<file path="config.mk">
export PLATFORM = sky130hd
export DESIGN_NAME = stage1_ctrl_flat
export DESIGN_NICKNAME = d
export VERILOG_FILES = /design/src/rtl/stage1_ctrl_pkg.sv /design/src/rtl/stage1_ctrl_if.sv /design/src/rtl/stage1_ctrl_valid_delay.sv /design/src/rtl/stage1_ctrl.sv /design/src/flat_wrapper.sv
export SDC_FILE = /design/constraint.sdc
export NUM_CORES = 1
export LEC_CHECK = 0
export CORE_UTILIZATION = 60
export CTS_BUF_LIST = sky130_fd_sc_hd__clkbuf_2 sky130_fd_sc_hd__clkbuf_4 sky130_fd_sc_hd__clkbuf_8
export DETAILED_ROUTE_END_ITERATION = 7
export HOLD_SLACK_MARGIN = 0.15
export PLACE_DENSITY = 0.83
export SLEW_MARGIN = 20
export SYNTH_ARGS = -nofsm -noshare
export SYNTH_HDL_FRONTEND = slang
export SYNTH_SLANG_ARGS = --single-unit
</file>
<file path="constraint.sdc">
create_clock -name clk -period 3.2 [get_ports clk]
set_input_delay 0.48 -clock clk [delete_from_list [all_inputs] [get_ports clk]]
set_output_delay 0.48 -clock clk [all_outputs]
set_load 0.02 [all_outputs]
</file>
<file path="src/rtl/stage1_ctrl_pkg.sv">
// stage1_pkg: shared types and default sizing for the stage1 sequencer.
// Latency: n/a (types and constants only).
// Backpressure: n/a.
package stage1_pkg;

  typedef enum logic [2:0] {
    ST_IDLE   = 3'd0,
    ST_LOAD   = 3'd1,
    ST_STREAM = 3'd2,
    ST_DRAIN  = 3'd3,
    ST_DONE   = 3'd4
  } stage1_st_t;

  // 9 weight rows per load; BN config rides the same beats through 9 stages
  localparam int STAGE1_LOAD_CYC = 9;
  // stage1 'in' to 'ReLU_out'
  localparam int STAGE1_PIPE_LAT = 28;
  // datapath word width
  localparam int STAGE1_INT_BITS = 13;
  // vector counter width
  localparam int STAGE1_CNT_W    = 16;

endpackage

</file>
<file path="src/rtl/stage1_ctrl_if.sv">
// stage1_ctrl_if: job control, load handshake, vector handshake and result
//   qualifiers between the layer scheduler / stage1 datapath and the sequencer.
// Latency: n/a (wires only). Backpressure: w_ready / in_ready from the slave.
// Ports (slave view): in  start, keep_w, num_vec, w_valid, in_valid
//                     out w_ready, weight_en, in_ready, in_gate, out_valid,
//                         out_last, busy, done, zero_word
interface stage1_ctrl_if
  import stage1_pkg::*;
#(
  parameter int int_bits = STAGE1_INT_BITS,
  parameter int CNT_W    = STAGE1_CNT_W
);

  logic                start;
  logic                keep_w;
  logic [CNT_W-1:0]    num_vec;
  logic                w_valid;
  logic                w_ready;
  logic                weight_en;
  logic                in_valid;
  logic                in_ready;
  logic                in_gate;
  logic                out_valid;
  logic                out_last;
  logic                busy;
  logic                done;
  // word the stage1 input mux substitutes on every lane when in_gate is 0
  logic [int_bits-1:0] zero_word;

  modport master (
    output start, keep_w, num_vec, w_valid, in_valid,
    input  w_ready, weight_en, in_ready, in_gate, out_valid, out_last,
           busy, done, zero_word
  );

  modport slave (
    input  start, keep_w, num_vec, w_valid, in_valid,
    output w_ready, weight_en, in_ready, in_gate, out_valid, out_last,
           busy, done, zero_word
  );

endinterface

</file>
<file path="src/rtl/stage1_ctrl_valid_delay.sv">
// valid_delay: DEPTH-bit shift line marking which datapath slots carry real data.
// Latency: din at cycle t appears on dout at cycle t+DEPTH.
// Backpressure: none; shifts every cycle.
// Ports: clk, reset (async, active-high), din, dout (tail bit), empty (all bits 0)
module valid_delay #(
  parameter int DEPTH = 27
) (
  input  logic clk,
  input  logic reset,
  input  logic din,
  output logic dout,
  output logic empty
);

  logic [DEPTH-1:0] q;

  always_ff @(posedge clk or posedge reset) begin
    if (reset) begin
      q <= '0;
    end else begin
      q <= (q << 1) | DEPTH'(din);
    end
  end

  assign dout  = q[DEPTH-1];
  assign empty = ~|q;

endmodule

</file>
<file path="src/rtl/stage1_ctrl.sv">
// stage1_ctrl: sequences weight/BN load, vector streaming with zero bubbles, and drain.
// Latency: start->busy/first ready 1 cycle; accept->out_valid PIPE_LAT; last out_valid->done 1.
// Backpressure: w_valid / in_valid low stall the load / insert bubbles; readys are registered.
// Ports: clk, reset (async, active-high), ctl (stage1_ctrl_if.slave)
module stage1_ctrl
  import stage1_pkg::*;
#(
  parameter int int_bits = STAGE1_INT_BITS,
  parameter int LOAD_CYC = STAGE1_LOAD_CYC,
  parameter int PIPE_LAT = STAGE1_PIPE_LAT,
  parameter int CNT_W    = STAGE1_CNT_W
) (
  input  logic         clk,
  input  logic         reset,
  stage1_ctrl_if.slave ctl
);

  localparam int LD_W = $clog2(LOAD_CYC + 1);

  stage1_st_t       state;
  logic             w_ready_q;
  logic             in_ready_q;
  logic             busy_q;
  logic             done_q;
  logic             out_valid_q;
  logic [LD_W-1:0]  ld_cnt;
  logic [CNT_W-1:0] vec_tot;
  logic [CNT_W-1:0] acc_cnt;
  logic [CNT_W-1:0] out_cnt;

  logic w_beat;
  logic accept;
  logic line_out;
  logic line_empty;

  // Beats and accepts qualify same-cycle data, so they stay combinational.
  assign w_beat = ctl.w_valid & w_ready_q;
  assign accept = ctl.in_valid & in_ready_q;

  // The first PIPE_LAT-1 stages live in valid_delay and the last one is
  // out_valid_q. When the final result is on out_valid, the line behind it is
  // already empty, so DRAIN can hand over to DONE on that same cycle and done
  // lands exactly one cycle after the last out_valid.
  valid_delay #(
    .DEPTH (PIPE_LAT - 1)
  ) u_valid_delay (
    .clk   (clk),
    .reset (reset),
    .din   (accept),
    .dout  (line_out),
    .empty (line_empty)
  );

  always_ff @(posedge clk or posedge reset) begin
    if (reset) begin
      out_valid_q <= 1'b0;
    end else begin
      out_valid_q <= line_out;
    end
  end

  always_ff @(posedge clk or posedge reset) begin
    if (reset) begin
      state      <= ST_IDLE;
      w_ready_q  <= 1'b0;
      in_ready_q <= 1'b0;
      busy_q     <= 1'b0;
      done_q     <= 1'b0;
      ld_cnt     <= '0;
      vec_tot    <= '0;
      acc_cnt    <= '0;
      out_cnt    <= '0;
    end else begin
      done_q <= 1'b0;
      if (out_valid_q) begin
        out_cnt <= out_cnt + CNT_W'(1);
      end

      case (state)
        ST_IDLE: begin
          if (ctl.start) begin
            vec_tot <= ctl.num_vec;
            ld_cnt  <= '0;
            acc_cnt <= '0;
            out_cnt <= '0;
            busy_q  <= 1'b1;
            if (!ctl.keep_w) begin
              state     <= ST_LOAD;
              w_ready_q <= 1'b1;
            end else if (ctl.num_vec == '0) begin
              // empty job: never open in_ready
              state <= ST_DRAIN;
            end else begin
              state      <= ST_STREAM;
              in_ready_q <= 1'b1;
            end
          end
        end

        ST_LOAD: begin
          if (w_beat) begin
            ld_cnt <= ld_cnt + LD_W'(1);
            if (ld_cnt == LD_W'(LOAD_CYC - 1)) begin
              w_ready_q <= 1'b0;
              if (vec_tot == '0) begin
                state <= ST_DRAIN;
              end else begin
                state      <= ST_STREAM;
                in_ready_q <= 1'b1;
              end
            end
          end
        end

        ST_STREAM: begin
          if (accept) begin
            acc_cnt <= acc_cnt + CNT_W'(1);
            if (acc_cnt + CNT_W'(1) == vec_tot) begin
              state      <= ST_DRAIN;
              in_ready_q <= 1'b0;
            end
          end
        end

        ST_DRAIN: begin
          if (line_empty) begin
            state  <= ST_DONE;
            done_q <= 1'b1;
          end
        end

        ST_DONE: begin
          state  <= ST_IDLE;
          busy_q <= 1'b0;
        end

        default: begin
          state      <= ST_IDLE;
          w_ready_q  <= 1'b0;
          in_ready_q <= 1'b0;
          busy_q     <= 1'b0;
        end
      endcase
    end
  end

  assign ctl.w_ready   = w_ready_q;
  assign ctl.weight_en = w_beat;
  assign ctl.in_ready  = in_ready_q;
  assign ctl.in_gate   = accept;
  assign ctl.out_valid = out_valid_q;
  assign ctl.out_last  = out_valid_q & (out_cnt == vec_tot - CNT_W'(1));
  assign ctl.busy      = busy_q;
  assign ctl.done      = done_q;
  assign ctl.zero_word = {int_bits{1'b0}};

endmodule
</file>
<file path="src/flat_wrapper.sv">
// flat-port wrapper written by rule: the top's interface ports become plain ports
module stage1_ctrl_flat import stage1_pkg::*;
#(
  parameter int int_bits = STAGE1_INT_BITS,
  parameter int LOAD_CYC = STAGE1_LOAD_CYC,
  parameter int PIPE_LAT = STAGE1_PIPE_LAT,
  parameter int CNT_W    = STAGE1_CNT_W
)
  (clk, reset, ctl_start, ctl_keep_w, ctl_num_vec, ctl_w_valid, ctl_in_valid, ctl_w_ready, ctl_weight_en, ctl_in_ready, ctl_in_gate, ctl_out_valid, ctl_out_last, ctl_busy, ctl_done, ctl_zero_word);
  stage1_ctrl_if #(.int_bits(int_bits), .CNT_W(CNT_W)) ctl_i ();
  input  logic clk;
  input  logic reset;
  input wire logic [$bits(ctl_i.start)-1:0] ctl_start;
  input wire logic [$bits(ctl_i.keep_w)-1:0] ctl_keep_w;
  input wire logic [$bits(ctl_i.num_vec)-1:0] ctl_num_vec;
  input wire logic [$bits(ctl_i.w_valid)-1:0] ctl_w_valid;
  input wire logic [$bits(ctl_i.in_valid)-1:0] ctl_in_valid;
  output wire logic [$bits(ctl_i.w_ready)-1:0] ctl_w_ready;
  output wire logic [$bits(ctl_i.weight_en)-1:0] ctl_weight_en;
  output wire logic [$bits(ctl_i.in_ready)-1:0] ctl_in_ready;
  output wire logic [$bits(ctl_i.in_gate)-1:0] ctl_in_gate;
  output wire logic [$bits(ctl_i.out_valid)-1:0] ctl_out_valid;
  output wire logic [$bits(ctl_i.out_last)-1:0] ctl_out_last;
  output wire logic [$bits(ctl_i.busy)-1:0] ctl_busy;
  output wire logic [$bits(ctl_i.done)-1:0] ctl_done;
  output wire logic [$bits(ctl_i.zero_word)-1:0] ctl_zero_word;
  assign ctl_i.start = ctl_start;
  assign ctl_i.keep_w = ctl_keep_w;
  assign ctl_i.num_vec = ctl_num_vec;
  assign ctl_i.w_valid = ctl_w_valid;
  assign ctl_i.in_valid = ctl_in_valid;
  assign ctl_w_ready = ctl_i.w_ready;
  assign ctl_weight_en = ctl_i.weight_en;
  assign ctl_in_ready = ctl_i.in_ready;
  assign ctl_in_gate = ctl_i.in_gate;
  assign ctl_out_valid = ctl_i.out_valid;
  assign ctl_out_last = ctl_i.out_last;
  assign ctl_busy = ctl_i.busy;
  assign ctl_done = ctl_i.done;
  assign ctl_zero_word = ctl_i.zero_word;
  stage1_ctrl #(.int_bits(int_bits), .LOAD_CYC(LOAD_CYC), .PIPE_LAT(PIPE_LAT), .CNT_W(CNT_W)) u_core (.clk(clk), .reset(reset), .ctl(ctl_i));
endmodule
</file>
# After elaboration in Yosys (flattened, before gate mapping)
# Cells that the tools add are included.
[totals]
regBits = 87
input_bits = 22
word_cells = 92
[op_classes]
addsub = 4
eq_ne = 17
muxes = 37
bitwise = 7
reduce_logical = 16
[ops]
columns = ["op", "count"]
rows = [
  ["two-way mux 16 bit", 5],
  ["adder 16 x 1 -> 16 bit, second input constant", 2],
  ["== test 16 bit", 2],
  ["logical NOT 16 bit", 2],
  ["case mux 16 bit (2 select lines)", 1],
  ["bitwise OR 27 x 1 -> 27 bit", 1],
  ["OR reduction 27 bit", 1],
  ["two-way mux 3 bit", 7],
  ["two-way mux 1 bit", 17],
  ["!= test 2 bit, second input constant", 8],
  ["subtractor 16 x 1 -> 16 bit, second input constant", 1],
  ["case mux 3 bit (4 select lines)", 1],
  ["AND reduction 9 bit", 1],
  ["two-way mux 4 bit", 2],
  ["case mux 4 bit (2 select lines)", 1],
  ["== test 3 x 2 -> 1 bit, second input constant", 2],
  ["AND reduction 3 bit", 2],
  ["AND reduction 6 bit", 1],
  ["OR reduction 3 bit", 2],
  ["AND reduction 5 bit", 1],
  ["adder 4 x 1 -> 4 bit, second input constant", 1],
  ["== test 4 bit, second input constant", 1],
  ["!= test 2 x 1 -> 1 bit, second input constant", 2],
  ["case mux 1 bit (4 select lines)", 1],
  ["other kinds (10)", 16],
]

# Depth between registers and ports, before layout
[depth]
depth_word = 5
depth_mapped = 9

# Modules after synthesis
# A second synthesis with hierarchy kept.
[hier_totals]
cells_unflattened = 482
hier_area_um2 = 4650.7
[by_module_without_submodules]
columns = ["mod", "n_inst", "cells_each", "area_per_inst_um2"]
rows = [
  ["stage1_ctrl", 1, 444, 3907.5],
  ["valid_delay", 1, 38, 743.2],
]

# Worst setup path after synthesis
# Ideal clock, no wire load.
[synth_timing]
path_kind = "flip-flop to output port"
from = "reg u_core.vec_tot[7]"
to = "out ctl_out_last"
t_arrival_ns = 2.450
required_time_ns = 2.720
setup_slack_ns = 0.270
stages_incl_launch_ff = 10
n_path_buf = 2
cell_sequence = "dfrtp_1 -> buf_6 -> or3_1 -> buf_2 -> or4_4 -> nor3_2 -> xnor2_1 -> nor4_2 -> o2111ai_1 -> a211oi_2"
[synth_via]
elab_chain_cells = 3
[synth_lines]
columns = ["item", "line_no", "source"]
rows = [
  ["from (decl)", "stage1_ctrl.sv:27", "logic [CNT_W-1:0] vec_tot;"],
  ["from (signal assigned)", "stage1_ctrl.sv:82", "vec_tot <= ctl.num_vec;"],
  ["subtractor 16 x 1 -> 16 bit", "stage1_ctrl.sv:152", "assign ctl.out_last = out_valid_q & (out_cnt == vec_tot - CNT_W'(1));"],
  ["== test 16 bit", "stage1_ctrl.sv:152", ""],
  ["bitwise AND 1 bit", "stage1_ctrl.sv:152", ""],
  ["to (decl)", "flat_wrapper.sv:23", "output wire logic [$bits(ctl_i.out_last)-1:0] ctl_out_last;"],
]
# Every way passes these cells.

# Final worst setup path
# Same ends and word-level chain as after synthesis.

==> reports/metrics.yaml <==
status:
  outcome: "finished clean"
layout:
  utilization: 0.694
  area_growth_pct: 12.8
  layout.cells.non_filler: 627
  nNetsFinal: 548
  fillerInstances: 585
  antenna_cells: 0
  layout-drive-gt1-share: 0.122
placement:
  place.gp.congestion: 0.888
  port-buffer-count: 29
  pre_cts_slack_ns: -0.0867
  dpl.hpwl_mm: 7.73
  dp.cells: 611
pwr:
  ir_worst_vdd_v: 0.000507
  power_density_nw_per_um2: 778
  p_leak_nw: 2.28
sta:
  setup_viol: 0
  slew_headroom: 0.519
  whs_ns: 0.387
  worst_slew_pin_slew_ns: 0.720
  rsz0062_at_grt: "yes"
  clock_skew_ns: 0.00807
  hold_violations: 0
  final.period_utilization: 0.990
  fmax_ghz: 0.316
  setup_slack_ns: 0.0334
  timing.final.crit_period_ns: 3.17
  slew_violations: 0
synth:
  postSynthCellCount: 492
  synth.area.top_cells: "dfrtp_1 (46%), xnor2_1 (5.7%), xor2_1 (4.4%), nor2_1 (4.4%), mux2_2 (3.8%)"
  ys_seq_area_frac: 0.461
  yosys_most_used_dff: "dfrtp_1"
  synth_area_um2: 4730
  synthArstFlopShare: 1.00
  postSynthAreaPerCell_um2: 9.61
  synth_top_cell_by_area: "dfrtp_1"
  yosysTopAreaCellShare: 0.461
  yosys_warnings: 0
  synth-edff-count: 0
  synth.distinct_cells: 57
  synth-seq-cells: 87
floorplanning:
  rows: 32
  core_um2: 7690
  die_x_um: 90.8
  io_pins: 43
  die_h_um: 90.8
  start_util: 0.615
  die_area_um2: 8240
drt:
  drt_iter0_markers: 254
  routedWlPerCell_um: 16.8
  antenna_left: 0
  viasPerCell: 5.99
  vias: 3756
  met1_length_mm: 4.51
  met3_length_um: 546
  drt-total-wl_mm: 10.6
  drc_errors: 0
  firstDrtPassIters: 5
  met2RoutedLength_mm: 5.36
  maxUsedRoutingLayer: "met4"
setup_path:
  worstPathArrival_ns: 2.69
  worstSetupEndpointType: "output pin"
  crit_path_start_kind: "flip-flop"
  critPathMaxFanout: 2
  worstPathRequired_ns: 2.72
  worstSetupPathType: "reg2out"
global_route:
  grt_max_degree: 47
  grt_use_total: 0.275
  grt_overflow_total: 0
  grt_first_pass_wirelength_mm: 17.7
  antenna_found_initial: 0
  grt_pass1_vias: 3735
cts:
  cts_tree: "yes"
  clk_path_buf_depth: 2
  insertion_delay_ns: 0.36
  post-cts-setup-buffers: 0
  clock_sinks: 87
  cts.reportedPaths.clkPinSlew_ns: 0.09
  htree_levels: 3
  cts_buffers: 9
  ctsHoldBuffers: 0
  ctsRootBufferMaster: "clkbuf_8"
flow_run:
  max_cap_viol_count: 0
min_path:
  hp-class: "reg2reg"
[cells in the mapped netlist, types with 6 or more instances]
| master | number |
|---|---|
| buf_4 | 13 |
| o31ai_1 | 7 |
| nor2_1 | 55 |
| nand3_1 | 14 |
| clkbuf_1 | 26 |
| mux2_2 | 16 |
| a31oi_1 | 6 |
| and2_1 | 6 |
| xnor2_1 | 31 |
| nor3_1 | 10 |
| a211oi_1 | 6 |
| ha_1 | 6 |
| o21ai_0 | 30 |
| dfrtp_1 | 87 |
| xor2_1 | 24 |
| nand2_1 | 30 |
| nor4_1 | 15 |
| inv_1 | 13 |
| and3_1 | 9 |
| nand4_1 | 16 |
| a21oi_1 | 9 |
[flip-flops by register name, indices dropped and copies added (netlist names)]
name	count
u_core.acc_cnt	16
u_core.ctl.busy	1
u_core.ctl.done	1
u_core.ctl.in_ready	1
u_core.ctl.out_valid	1
u_core.ctl.w_ready	1
u_core.ld_cnt	4
u_core.out_cnt	16
u_core.state	3
u_core.u_valid_delay.q	27
u_core.vec_tot	16
[cell type report]
class	count	area, um2	share of cell area
timing repair buffer	48	443	0.0831
clock buffer	9	124	0.0232
tap	102	128	0.0239
clock inverter	7	53.8	0.0101
inverter	13	50.0	0.00939
multi-input combinational	361	2360	0.442
sequential	87	2180	0.408
[path summary, 6_finish.rpt]
path | startpoint | endpoint | slack (ns) | depth (start not counted)
min in group asynchronous | reset | u_core.u_valid_delay.q[20] | 0.53 | 2
min | u_core.u_valid_delay.q[9] | u_core.u_valid_delay.q[10] | 0.39 | 0
max | u_core.vec_tot[7] | ctl_out_last | 0.03 | 8
max in group asynchronous | reset | u_core.vec_tot[15] | 1.99 | 3
min reg2reg | u_core.u_valid_delay.q[9] | u_core.u_valid_delay.q[10] | 0.39 | 0
max reg2reg | u_core.acc_cnt[0] | u_core.ctl.in_ready | 0.43 | 7
[worst max-delay path, cell delays in order (launching register included)]
cell       delay [ns]
dfrtp_1          0.39
or3_4            0.40
or4_4            0.46
nor3_4           0.17
xnor2_2          0.09
nor4_2           0.32
o2111ai_2        0.17
a211oi_2         0.17
buf_4            0.17
[layer usage]
metal / GRT usage / vias to the layer above
met5: 0 / -
met4: 0.0927 / 0
met3: 0.0522 / 16
met2: 0.466 / 118
met1: 0.353 / 1828
li1: - / 1794
[cell usage in the layout, fill, tap and decap left out, types with 4 or more instances in the layout]
cell type	Yosys	routed
o21ai_0	30	30
and3_1	9	9
and4_1	4	4
nor4_1	15	15
conb_1	1	13
a211oi_1	6	6
xnor2_1	31	30
a21oi_1	9	9
clkbuf_8	0	9
ha_1	6	6
nand4_1	16	16
nor2_1	55	55
xor2_1	24	24
nor2b_1	4	4
o211ai_1	4	4
mux2_2	16	16
nor3_1	10	9
clkdlybuf4s50_1	0	28
and2_1	6	6
nand2_1	30	30
o41ai_1	4	4
buf_4	13	19
inv_1	13	12
a31oi_1	6	6
nand3_1	14	14
o31ai_1	7	7
dfrtp_1	87	87
[power breakdown]
| group | switching (W) | leakage, nW | internal (W) |
|---|---|---|---|
| combinational | 0.000939 | 1.03 | 0.000818 |
| sequential | 0.000320 | 1.16 | 0.00137 |
| clock | 0.000413 | 0.0827 | 0.000288 |
[cells by family (layout without fill, tap and decap cells)]
logic type	Yosys count	in the layout	synth area share
AOI/OAI and AO/OA	89	89	0.124
DFF	87	87	0.461
muxes	17	17	0.0402
xor gates and xnor gates	55	55	0.102
and+or+nand+nor	181	181	0.199
buffers and inverters	56	77	0.0569
adders and majority gates	6	6	0.0159
other	1	13	0.000793
[per-stage QoR]
stage / power, W / instance area (um2) / TNS [ns]
2_1_floorplan: 0.00288 / 4770 / 0
3_3_place_gp: 0.00331 / 5130 / -0.00527
3_5_place_dp: 0.00340 / 5130 / -0.0867
4_1_cts: 0.00411 / 5310 / 0
5_1_grt: 0.00440 / 5330 / -0.0329
6_report: 0.00415 / 5330 / 0
[repair_timing]
item	in CTS	in global routing
cloned	0	0
pin swaps	1	3
resized for setup	6	3
setup endpoints to repair	1	1
endpoints found under the hold margin	0	0
Power figures use the tool's default switching activity.
